## config.mk

```make
export PLATFORM = sky130hd
export DESIGN_NAME = hiscore_ctrl
export DESIGN_NICKNAME = d
export VERILOG_FILES = /design/src/rtl/hiscore_pkg.sv /design/src/rtl/hs_edge_det.sv /design/src/rtl/hiscore_ctrl.sv
export SDC_FILE = /design/constraint.sdc
export NUM_CORES = 1
export LEC_CHECK = 0
export CORE_MARGIN = 1
export CORE_UTILIZATION = 46
export CTS_CLUSTER_SIZE = 40
export DETAILED_ROUTE_END_ITERATION = 6
export GPL_TIMING_DRIVEN = 0
export PLACE_DENSITY = 0.87
export SLEW_MARGIN = 20
export SYNTH_ARGS = -nofsm -noshare
export SYNTH_HDL_FRONTEND = slang
export SYNTH_SLANG_ARGS = --single-unit
```

## constraint.sdc

```tcl
create_clock -name clk_12 -period 2.7 [get_ports clk_12]
set_input_delay 0.81 -clock clk_12 [delete_from_list [all_inputs] [get_ports clk_12]]
set_output_delay 0.81 -clock clk_12 [all_outputs]
set_load 0.05 [all_outputs]
```

## src/rtl/hiscore_pkg.sv

```systemverilog
// Shared types and constants for the high-score RAM sequencer.
package hiscore_pkg;

    typedef enum logic [2:0] {
        HS_IDLE,
        HS_SETTLE,
        HS_READY,
        HS_WRITE,
        HS_READ,
        HS_RELEASE
    } hs_state_t;

    localparam logic [7:0]  HS_INDEX_DEFAULT = 8'h04;
    localparam int unsigned IOCTL_ADDR_W     = 25;
    localparam int unsigned BYTE_W           = 8;

    // Width of a down-counter that must hold max(a, b) - 1.
    function automatic int unsigned cnt_width(input int unsigned a, input int unsigned b);
        int unsigned m;
        m = (a > b) ? a : b;
        return (m > 2) ? $clog2(m) : 1;
    endfunction

endpackage

```

## src/rtl/hs_edge_det.sv

```systemverilog
// Rising-edge detector with a registered history bit.
module hs_edge_det (
    input  logic clk,
    input  logic rst,
    input  logic d,
    output logic rise_c
);

    logic prev;

    // History resets high so a level still asserted across reset is not taken as a new edge.
    always_ff @(posedge clk or posedge rst) begin
        if (rst) begin
            prev <= 1'b1;
        end else begin
            prev <= d;
        end
    end

    assign rise_c = d & ~prev;

endmodule

```

## src/rtl/hiscore_ctrl.sv

```systemverilog
// Sequences ioctl hiscore download/upload sessions onto the core's high-score RAM port.
module hiscore_ctrl
    import hiscore_pkg::*;
#(
    parameter int unsigned HS_ADDR_W = 7,
    parameter int unsigned HS_SIZE   = 128,
    parameter logic [7:0]  HS_INDEX  = HS_INDEX_DEFAULT,
    parameter int unsigned SETTLE    = 4,
    parameter int unsigned READ_LAT  = 1
) (
    input  logic                 clk_12,
    input  logic                 reset,
    input  logic                 ioctl_download,
    input  logic                 ioctl_upload,
    input  logic [7:0]           ioctl_index,
    input  logic                 ioctl_write,
    input  logic                 ioctl_rd,
    input  logic [24:0]          ioctl_addr,
    input  logic [7:0]           ioctl_dout,
    output logic [7:0]           ioctl_din,
    output logic                 ioctl_wait,
    output logic                 pause_o,
    output logic                 hs_access,
    output logic [HS_ADDR_W-1:0] hs_address,
    output logic [7:0]           hs_data_in,
    input  logic [7:0]           hs_data_out,
    output logic                 hs_write
);

    localparam int unsigned CNT_W = cnt_width(SETTLE, READ_LAT);

    hs_state_t state, state_d;

    logic [CNT_W-1:0]     cnt, cnt_d;
    logic                 sess_dl, sess_dl_d;
    logic                 hold_vld, hold_vld_d;
    logic                 hold_rd, hold_rd_d;
    logic                 hold_oor, hold_oor_d;
    logic [HS_ADDR_W-1:0] hold_addr, hold_addr_d;
    logic [7:0]           hold_data, hold_data_d;
    logic                 op_oor, op_oor_d;

    logic [7:0]           din_d;
    logic                 wait_d;
    logic                 pause_d;
    logic                 access_d;
    logic [HS_ADDR_W-1:0] address_d;
    logic [7:0]           data_in_d;
    logic                 write_d;

    logic                 dl_rise_c;
    logic                 ul_rise_c;
    logic                 idx_hit_c;
    logic                 in_range_c;
    logic                 sess_lvl_c;
    logic                 wr_req_c;
    logic                 rd_req_c;

    logic                 iss_c;
    logic                 iss_rd_c;
    logic                 iss_oor_c;
    logic [HS_ADDR_W-1:0] iss_addr_c;
    logic [7:0]           iss_data_c;

    hs_edge_det u_dl_edge (
        .clk    (clk_12),
        .rst    (reset),
        .d      (ioctl_download),
        .rise_c (dl_rise_c)
    );

    hs_edge_det u_ul_edge (
        .clk    (clk_12),
        .rst    (reset),
        .d      (ioctl_upload),
        .rise_c (ul_rise_c)
    );

    // Request decode: writes only in download sessions, reads only in upload sessions.
    assign idx_hit_c  = (ioctl_index == HS_INDEX);
    assign in_range_c = (ioctl_addr < IOCTL_ADDR_W'(HS_SIZE));
    assign sess_lvl_c = sess_dl ? ioctl_download : ioctl_upload;
    assign wr_req_c   = sess_dl & ioctl_write & in_range_c;
    assign rd_req_c   = ~sess_dl & ioctl_rd;

    // A held early strobe takes priority over a fresh one.
    assign iss_c      = hold_vld | wr_req_c | rd_req_c;
    assign iss_rd_c   = hold_vld ? hold_rd   : rd_req_c;
    assign iss_oor_c  = hold_vld ? hold_oor  : ~in_range_c;
    assign iss_addr_c = hold_vld ? hold_addr : ioctl_addr[HS_ADDR_W-1:0];
    assign iss_data_c = hold_vld ? hold_data : ioctl_dout;

    always_ff @(posedge clk_12 or posedge reset) begin
        if (reset) begin
            state      <= HS_IDLE;
            cnt        <= '0;
            sess_dl    <= 1'b0;
            hold_vld   <= 1'b0;
            hold_rd    <= 1'b0;
            hold_oor   <= 1'b0;
            hold_addr  <= '0;
            hold_data  <= '0;
            op_oor     <= 1'b0;
            ioctl_din  <= '0;
            ioctl_wait <= 1'b0;
            pause_o    <= 1'b0;
            hs_access  <= 1'b0;
            hs_address <= '0;
            hs_data_in <= '0;
            hs_write   <= 1'b0;
        end else begin
            state      <= state_d;
            cnt        <= cnt_d;
            sess_dl    <= sess_dl_d;
            hold_vld   <= hold_vld_d;
            hold_rd    <= hold_rd_d;
            hold_oor   <= hold_oor_d;
            hold_addr  <= hold_addr_d;
            hold_data  <= hold_data_d;
            op_oor     <= op_oor_d;
            ioctl_din  <= din_d;
            ioctl_wait <= wait_d;
            pause_o    <= pause_d;
            hs_access  <= access_d;
            hs_address <= address_d;
            hs_data_in <= data_in_d;
            hs_write   <= write_d;
        end
    end

    always_comb begin
        state_d     = state;
        cnt_d       = cnt;
        sess_dl_d   = sess_dl;
        hold_vld_d  = hold_vld;
        hold_rd_d   = hold_rd;
        hold_oor_d  = hold_oor;
        hold_addr_d = hold_addr;
        hold_data_d = hold_data;
        op_oor_d    = op_oor;
        din_d       = ioctl_din;
        address_d   = hs_address;
        data_in_d   = hs_data_in;
        write_d     = 1'b0;

        unique case (state)
            HS_IDLE: begin
                if (idx_hit_c && (dl_rise_c || ul_rise_c)) begin
                    sess_dl_d = dl_rise_c;
                    cnt_d     = CNT_W'(SETTLE - 1);
                    state_d   = HS_SETTLE;
                end
            end
            HS_SETTLE: begin
                if ((wr_req_c || rd_req_c) && !hold_vld) begin
                    hold_vld_d  = 1'b1;
                    hold_rd_d   = rd_req_c;
                    hold_oor_d  = ~in_range_c;
                    hold_addr_d = ioctl_addr[HS_ADDR_W-1:0];
                    hold_data_d = ioctl_dout;
                end
                if (cnt == '0) begin
                    state_d = HS_READY;
                end else begin
                    cnt_d = cnt - CNT_W'(1);
                end
            end
            HS_READY: begin
                if (iss_c) begin
                    hold_vld_d = 1'b0;
                    if (iss_rd_c) begin
                        state_d  = HS_READ;
                        cnt_d    = CNT_W'(READ_LAT - 1);
                        op_oor_d = iss_oor_c;
                        if (!iss_oor_c) begin
                            address_d = iss_addr_c;
                        end
                    end else begin
                        state_d   = HS_WRITE;
                        address_d = iss_addr_c;
                        data_in_d = iss_data_c;
                        write_d   = 1'b1;
                    end
                end else if (!sess_lvl_c) begin
                    state_d = HS_RELEASE;
                end
            end
            HS_WRITE: begin
                state_d = HS_READY;
            end
            HS_READ: begin
                if (cnt == '0) begin
                    din_d   = op_oor ? 8'hFF : hs_data_out;
                    state_d = HS_READY;
                end else begin
                    cnt_d = cnt - CNT_W'(1);
                end
            end
            HS_RELEASE: begin
                state_d = HS_IDLE;
            end
            default: begin
                state_d = HS_IDLE;
            end
        endcase

        // Registered outputs follow the state being entered.
        pause_d  = (state_d != HS_IDLE);
        access_d = (state_d == HS_READY) || (state_d == HS_WRITE) || (state_d == HS_READ);
        wait_d   = hold_vld_d || (state_d == HS_READ);
    end

endmodule

```

After elaboration in Yosys (flattened, before gate mapping):

Index checks and enable logic that the tools add are counted.

* multipliers: 0
* divide/modulo/power cells: 0
* shift operators: 0
* multiplexer cells: 25
* order comparisons: 1
* equal/unequal tests: 13
* reductions and logical operators: 20
* bitwise operators: 12
* add/sub/neg operators: 1

Operator list (count)
* 25-bit by 8-bit less-than comparator with 1-bit output, second input constant: 1
* 7-bit 2-to-1 mux: 3
* 8-bit 2-to-1 mux: 2
* 3-bit 2-to-1 mux: 5
* 3-bit by 2-bit == test with 1-bit output, second input constant: 4
* 3-bit one-hot mux with 4 select lines: 1
* 2-bit inequality test, second input constant: 5
* 3-bit AND reduction: 3
* 8-bit by 3-bit == test with 1-bit output, second input constant: 1
* 1-bit 2-to-1 mux: 8
* 2-bit 2-to-1 mux: 4
* 3-bit == test, second input constant: 2
* 2-bit one-hot mux with 3 select lines: 1
* 2-bit AND reduction: 3
* 3-bit nonzero test: 2
* 1-bit AND: 5
* 1-bit logical OR: 5
* 1-bit NOT: 5
* 5-bit AND reduction: 1
* 3-bit by 1-bit == test with 1-bit output, second input constant: 1
* 3-bit logical NOT: 1
* 1-bit logical AND: 2
* 2-bit logical NOT: 1
* 1-bit OR: 2
* 4 further kinds: 4

* latch bits: 0
* flip-flop bits (word level): 54
* output and inout bits: 27
* memories kept: 0
* word-level logic and storage cells: 90
* input bits: 55
* bits in writable memories: 0
* ROM bits: 0

Logic depth before layout (Yosys ltp):

Gate-level depths: netlist of the first run.

* word-level depth: 9
* depth in mapped cells: 8
* gate-level depth less buffers: 7

By module:

A second synthesis of the first run with hierarchy kept.

* cells, all modules: 233
* area, all modules: 2572.5 µm²

By module, submodules not included
* hiscore_ctrl: instances 1, cells each 227, seq. area each 1301.2 µm², area each 2484.9 µm²
* hs_edge_det: instances 2, cells each 3, seq. area each 26.3 µm², area each 43.8 µm²

Worst setup path before layout of the first run:

Ideal clock, no wire load.

* kind: input-to-reg
* from: in ioctl_addr[20]
* to: reg hold_addr[6]
* path buffers: 1
* data arrival time: 2.277 ns
* path slack: 0.299 ns
* setup time: 0.125 ns
* stages on the path: 6
* cells stage by stage: nor4_2 > nand4_1 > o21bai_1 > nand2_2 > buf_2 > mux2_2

* cells in the longest elaborated chain, start to end: 5

Ends and longest elaborated chain
* start: declaration: line hiscore_ctrl.sv:18 `input logic [24:0] ioctl_addr,`
* 25-bit by 8-bit less-than comparator with 1-bit output: line hiscore_ctrl.sv:81 `assign in_range_c = (ioctl_addr < IOCTL_ADDR_W'(HS_SIZE));`
* 1-bit AND: line hiscore_ctrl.sv:83 `assign wr_req_c = sess_dl & ioctl_write & in_range_c;`
* 1-bit logical OR: line hiscore_ctrl.sv:155 `if ((wr_req_c || rd_req_c) && !hold_vld) begin`
* 1-bit logical AND: line hiscore_ctrl.sv:155
* 2-bit AND reduction (no line)
* end signal: assignment: line hiscore_ctrl.sv:118 `hold_addr <= hold_addr_d;`
* end: declaration: line hiscore_ctrl.sv:39 `logic [HS_ADDR_W-1:0] hold_addr, hold_addr_d;`

No other way between the ends.
A chain may end at the register's enable or synchronous reset.

Worst setup path after layout of the first run:

* from: in ioctl_addr[14]
* to: reg hold_data[2]

* cells in the longest elaborated chain, start to end: 5

Ends and longest elaborated chain
* 25-bit by 8-bit less-than comparator with 1-bit output: line hiscore_ctrl.sv:81
* 1-bit AND: line hiscore_ctrl.sv:83
* 1-bit logical OR: line hiscore_ctrl.sv:155
* 1-bit logical AND: line hiscore_ctrl.sv:155
* 2-bit AND reduction (no line)
* end signal: assignment: line hiscore_ctrl.sv:119 `hold_data <= hold_data_d;`
* end: declaration: line hiscore_ctrl.sv:40 `logic [7:0] hold_data, hold_data_d;`

No other way between the ends.

==> flow_summary.yaml, run 1 <==
synth:
  yosysSeqAreaShare_pct: 52.2
  postSynthCellCount: 250
  ys_top_cells_by_count: "52 x dfrtp_1, 40 x nor2_1, 20 x a21oi_1"
  synth-edff-count: 0
  yosysTopAreaCell: "dfrtp_1"
  synthTopCellsByArea: "dfrtp_1 50%, mux2_2 7.4%, nor2_1 5.8%"
  netlist.area_leader.share_pct: 50.2
  synth-main-ff-cell: "dfrtp_1"
  syn_area_per_cell_sq_um: 10.4
  synthesis.area_sq_um: 2590
  synth_cell_types: 44
  async_reset_ff_share_pct: 100
  synth_warnings: 0
  synth-seq-cells: 54
  syn_nets: 306
  yosysMostFrequentCell: "dfrtp_1"
clock_tree:
  cts.sinks: 54
  clk_latency_ns: 0.30
  root_buffer: "clkbuf_8"
  clk_pin_slew_worst_paths_ns: 0.09
  cts_max_path_buffers: 2
  cts_hold_buf: 0
  h-tree-depth: 2
  cts_tree: "done"
  cts_buffers: 5
critical_path:
  crit_path_top_delay_cell: "clkdlybuf4s50_1"
  start_kind: "primary input"
  r2r_start: "state[2]"
  path_class: "in2reg"
  crit_path_end_kind: "flop"
  slowest_delay_ns: 0.45
  path_cells: "clkdlybuf4s50_1 > nor4_2 > nand3_1 > o21bai_2 > nand2_2 > buf_2 > mux2_2"
  crit_arrival_ns: 2.82
  rrSetupSlack_ns: 0.42
  ff2ff_path_depth: 8
  crit_fanout: 10
  r2r_end: "hs_address[1]"
  required_ns: 2.89
floorplan:
  dieWidth_um: 77.1
  initial_core_util_pct: 49.2
  fp.dieArea_sq_um: 5940
  die_h_um: 77.1
  coreArea_sq_um: 5270
  rows: 26
  ios: 82
route:
  drc: 0
  via_per_inst: 5.57
  drt_wl_total_mm: 6.37
  final_antenna_net_count: 0
  wl_per_cell_um: 15.3
  vias: 2323
  firstDrtPassIters: 4
  drt_iter0_markers: 107
placed_design:
  dp.final_hpwl_mm: 4.67
  dp.cells: 402
  pre_cts_ws_ns: -0.542
  post_dp_cell_area_sq_um: 3520
  gp_congestion: 0.822
  port_buffers: 81
power_and_ir_drop:
  switching_share_pct: 43.4
  power_density_nw_per_um2: 1070
  seqPwrFrac_pct: 33.6
  p_int_mw: 2.26
  clkPwrFrac_pct: 12.7
  vdd_ir_drop_max_uv: 772
  finalPower_mw: 3.99
  pwr-share-comb_pct: 53.7
  p_sw_mw: 1.73
  power_leakage_nw: 1.52
cells_and_area:
  drive_above_1_share_pct: 16.4
  nets: 402
  fin_cells: 417
  design_area_sq_um: 3720
  antenna_cells: 0
  fillerInstances: 414
  syn2layout_area_growth_pct: 43.5
global_routing:
  grt_pass1_vias: 2260
  grt_usage_pct: 21.8
  grt_pass1_wl_mm: 10.2
  grt_max_degree: 32
  grt.overflow.total: 0
  antenna_found_initial: 0
hold_path:
  hold_end: "hold_data[0]"
  min_path_cells: 1
  worst_hold_startpoint: "hold_data[0]"
  hp-class: "reg2reg"
timing:
  skew_ns: 0.0127
  rsz0062_at_grt: "yes"
  fin_tns_setup_ns: 0
  period_share_pct: 97.3
  setup_viol: 0
  min_period_ns: 2.63
  tightest_slew_ns: 0.678
  max_freq_ghz: 0.381
  slew_headroom_pct: 54.8
  maxSlewViolCount: 0
  setup_ws_ns: 0.0723
  hold_viol: 0
outcome:
  status: "complete, no violations"
run:
  maxCapViolations: 0
cell usage in the layout (no fill, tap or decap), types with 2 or more instances in the layout:
cell / Yosys / layout
nor3_1: 10 / 10
dfstp_2: 2 / 2
nor4_1: 7 / 4
buf_4: 1 / 7
clkbuf_8: 1 / 9
nor2_1: 40 / 40
a31oi_1: 2 / 2
inv_1: 6 / 5
nand2_1: 7 / 7
clkdlybuf4s50_1: 0 / 79
a21oi_1: 20 / 20
or4_1: 2 / 2
nand4_1: 2 / 2
nand3_1: 4 / 4
buf_2: 3 / 4
o22ai_1: 14 / 14
nor3b_1: 4 / 4
o211ai_1: 3 / 3
a22o_1: 2 / 2
xnor2_1: 2 / 2
buf_6: 3 / 3
clkbuf_1: 6 / 6
nor4_2: 1 / 3
a211oi_1: 5 / 5
mux2_2: 17 / 17
o21ai_0: 8 / 8
nor2b_1: 5 / 5
dlymetal6s2s_1: 0 / 2
dfrtp_1: 52 / 52
nand2b_1: 2 / 2
a211oi_2: 3 / 3
worst max path at each step:
stage,start,end
after global routing,ioctl_addr[21],hold_data[4]
after floorplan,ioctl_addr[20],hold_addr[6]
after CTS,ioctl_addr[22],hold_data[4]
final,ioctl_addr[14],hold_data[2]
after global placement,ioctl_addr[20],hold_data[3]
after detailed placement,ioctl_addr[22],hold_data[4]
worst max-delay path: cells and delay by family:
kind / cells / cell delay (ns)
AOI/OAI and AO/OA: 1 / 0.26
buffers and inverters: 2 / 0.72
muxes: 1 / 0.29
and+or+nand+nor: 3 / 0.72
metrics by stage:
stage	hold slack (ns)	util, %
after global placement	0.486	66.2
after global routing	0.527	70.5
after CTS	0.514	69.0
after floorplan	0.480	-
final	0.511	70.5
after detailed placement	0.494	66.7
cell type report:
type	instances	area, sq um	area share [%]
clock buffer	8	110	2.96
tap	70	87.6	2.36
multi-input combinational	175	1150	31.0
timing repair buffer	89	893	24.0
sequential	54	1350	36.4
buffer	15	96.3	2.59
inverter	6	22.5	0.606
metal layers:
metal | vias to the layer above | GRT usage (%) | routed length, um
met5 | - | 0 | 0
li1 | 1105 | - | -
met2 | 78 | 39.1 | 3330
met3 | 17 | 4.64 | 345
met4 | 0 | 7.74 | 124
met1 | 1123 | 25.6 | 2560
sequential cells by signal, summed over array words and instances (netlist names):
signal / flops
ioctl_din: 8
hs_data_in: 8
hold_data: 8
hold_oor: 1
hold_addr: 7
sess_dl: 1
cnt: 2
state: 3
hs_write: 1
ioctl_wait: 1
hs_access: 1
op_oor: 1
hold_vld: 1
hold_rd: 1
u_ul_edge.prev: 1
hs_address: 7
u_dl_edge.prev: 1
pause_o: 1
repair_timing:
action	4_1_cts	5_1_grt
gates cloned	0	1
pin swaps	1	5
setup endpoints to repair	10	12
gates resized for setup	1	7
buffers inserted	1	5
kinds of logic after synthesis:
group | synth area share, %
muxes | 7.77
and+or+nand+nor | 17.6
xor gates and xnor gates | 0.676
DFF | 52.2
adders and majority gates | 0.483
AOI/OAI and AO/OA | 16.6
buffers and inverters | 4.59
power by group through the flow:
stage | registers [mW] | clock network [mW] | logic (mW)
floorplan | 1.87 | 0 | 0.951
global placement | 1.34 | 0 | 2.07
detailed placement | 1.35 | 0 | 2.13
CTS | 1.34 | 0.518 | 2.13
global route | 1.37 | 0.549 | 2.28
finish | 1.34 | 0.505 | 2.14
No activity file was read; power rests on OpenSTA's default activity.
==> inputs of run 2 (changes only) <==
PLACE_DENSITY = 0.79   (was 0.87)
==> run 2 against run 1 <==
- core utilization shrank 1.7 points
- register-to-register slack better by 0.06 ns
- critical path depth stayed put
- die area stayed put
- clock power decreased by 12%
- non-clock buffer count fell by 2
- sequential share of layout area is 0.88 points higher
- maximum frequency up 0.71%
- wire length decreased by 3.4%
- first-iteration DRC count down 0.93%
- cell count fell by 0.72%
==> flow_summary.yaml, run 2 (synthesized netlist as in run 1, its figures left out) <==
hold_path:
  hp-class: "reg2reg"
  worst_hold_startpoint: "hold_data[6]"
route:
  firstDrtPassIters: 4
  vias: 2244
  drt_wl_total_mm: 6.15
  via_per_inst: 5.42
  drt_iter0_markers: 106
  final_antenna_net_count: 0
  wl_per_cell_um: 14.9
  drc: 0
critical_path:
  slowest_delay_ns: 0.44
  required_ns: 2.90
  crit_path_start: "ioctl_addr[21]"
  rrSetupSlack_ns: 0.48
  r2r_start: "state[2]"
  path_class: "in2reg"
  crit_family: "simple AND/OR/NAND/NOR gates"
  path_depth: 7
  start_kind: "primary input"
  path_cells: "clkdlybuf4s50_1 > nor4_2 > nand3_1 > o21bai_2 > nand2_2 > buf_2 > mux2_2"
  r2r_end: "hs_address[0]"
  ff2ff_path_depth: 8
  crit_path_top_delay_cell: "clkdlybuf4s50_1"
  crit_buf_inv: 2
  crit_path_end_kind: "flop"
  crit_end: "hold_data[0]"
  crit_fanout: 10
  crit_arrival_ns: 2.80
power_and_ir_drop:
  clkPwrFrac_pct: 11.3
  seqPwrFrac_pct: 34.3
  power_leakage_nw: 1.47
  finalPower_mw: 3.92
  p_int_mw: 2.17
  switching_share_pct: 44.6
  power_density_nw_per_um2: 1080
  pwr-share-comb_pct: 54.4
  p_sw_mw: 1.75
  vdd_ir_drop_max_uv: 777
clock_tree:
  clk_latency_ns: 0.31
  h-tree-depth: 2
  cts.sinks: 54
  cts_buffers: 5
  cts_tree: "done"
  cts_max_path_buffers: 2
  clk_pin_slew_worst_paths_ns: 0.10
  cts_hold_buf: 0
  root_buffer: "clkbuf_8"
floorplan:
  ios: 82
  initial_core_util_pct: 49.2
  die_h_um: 77.1
  fp.dieArea_sq_um: 5940
  rows: 26
  dieWidth_um: 77.1
  coreArea_sq_um: 5270
placed_design:
  gp_congestion: 0.815
  port_buffers: 81
  dp.final_hpwl_mm: 4.41
cells_and_area:
  seq_area_sq_um: 1350
  fillerInstances: 439
  post-route-util_pct: 68.9
  final_common_cell: "clkdlybuf4s50_1"
  antenna_cells: 0
  nets: 400
  top_regs: "hold_data (8), hs_data_in (8), ioctl_din (8)"
  final_cell_mix: "81 x clkdlybuf4s50_1, 52 x dfrtp_1, 40 x nor2_1"
  syn2layout_area_growth_pct: 40.1
  multiInputGateArea_sq_um: 1130
  drive_above_1_share_pct: 14.8
global_routing:
  grt.overflow.total: 0
  grt_pass1_vias: 2275
  grt_max_degree: 55
  grt_pass1_wl_mm: 10.2
  antenna_found_initial: 0
  grt_usage_pct: 21.6
timing:
  skew_ns: 0.00813
  rsz0062_at_grt: "yes"
  hold_viol: 0
  period_share_pct: 96.6
  hold_slack_ns: 0.517
  max_freq_ghz: 0.383
  tightest_slew_ns: 0.736
  maxSlewViolCount: 0
  min_period_ns: 2.61
  setup_viol: 0
  slew_headroom_pct: 50.6
outcome:
  status: "complete, no violations"
run:
  maxCapViolations: 0
==> run 2: cell type report <==
class	instances	area share (%)
inverters	6	0.689
plain buffers	15	2.65
repair buffers	87	23.6
flip-flops and latches	54	37.3
clock buffers	5	1.90
clock inverters	2	0.379
multi-input cells	175	31.1
well taps	70	2.41
==> run 2: worst register-to-register path, cell delays in order (launching register included) <==
cell and delay (ns):
dfrtp_1 0.38, buf_6 0.13, or3b_1 0.37, buf_6 0.15
a31oi_4 0.31, nor4b_4 0.34, buf_6 0.20, nor3_1 0.07
a211oi_2 0.20
==> run 2: worst min path at each step <==
stage	end	depth (start not counted)
after floorplan	hold_data[1]	1
after global placement	hold_data[3]	1
after detailed placement	hold_data[6]	1
after global routing	hold_data[2]	1
after CTS	hold_data[4]	1
final	hold_data[6]	1
==> run 2: power by group through the flow <==
stage          clock network, mW  logic [mW]  registers (mW)
6_report                   0.444        2.13            1.34
5_1_grt                    0.487        2.30            1.38
4_1_cts                    0.449        2.13            1.34
3_5_place_dp                   0        2.12            1.35
3_3_place_gp                   0        2.08            1.34
2_1_floorplan                  0       0.951            1.87
==> run 2: timing repair <==
action,in CTS,in global routing
pin swaps,1,2
gates resized for setup,1,1
buffers inserted,2,4
cloned,0,0
endpoints found under the setup margin,10,13
==> run 2: stage by stage <==
stage | cells | TNS (ns) | instance area, sq um | setup slack, ns
6_report | 414 | 0 | 3630 | 0.0909
5_1_grt | 414 | -0.0367 | 3630 | -0.0238
4_1_cts | 410 | 0 | 3590 | 0.0111
3_5_place_dp | 401 | -8.68 | 3490 | -0.498
3_3_place_gp | 401 | -30.12 | 3490 | -0.464
2_1_floorplan | 250 | 0 | 2590 | 0.299
==> run 2: per-layer routing <==
| layer | up-vias | wire length (um) | GRT usage [%] |
|---|---|---|---|
| met1 | 1074 | 2620 | 25.6 |
| met5 | - | 0 | 0 |
| met3 | 10 | 323 | 4.52 |
| li1 | 1091 | - | - |
| met4 | 0 | 77 | 6.23 |
| met2 | 69 | 3140 | 39.1 |
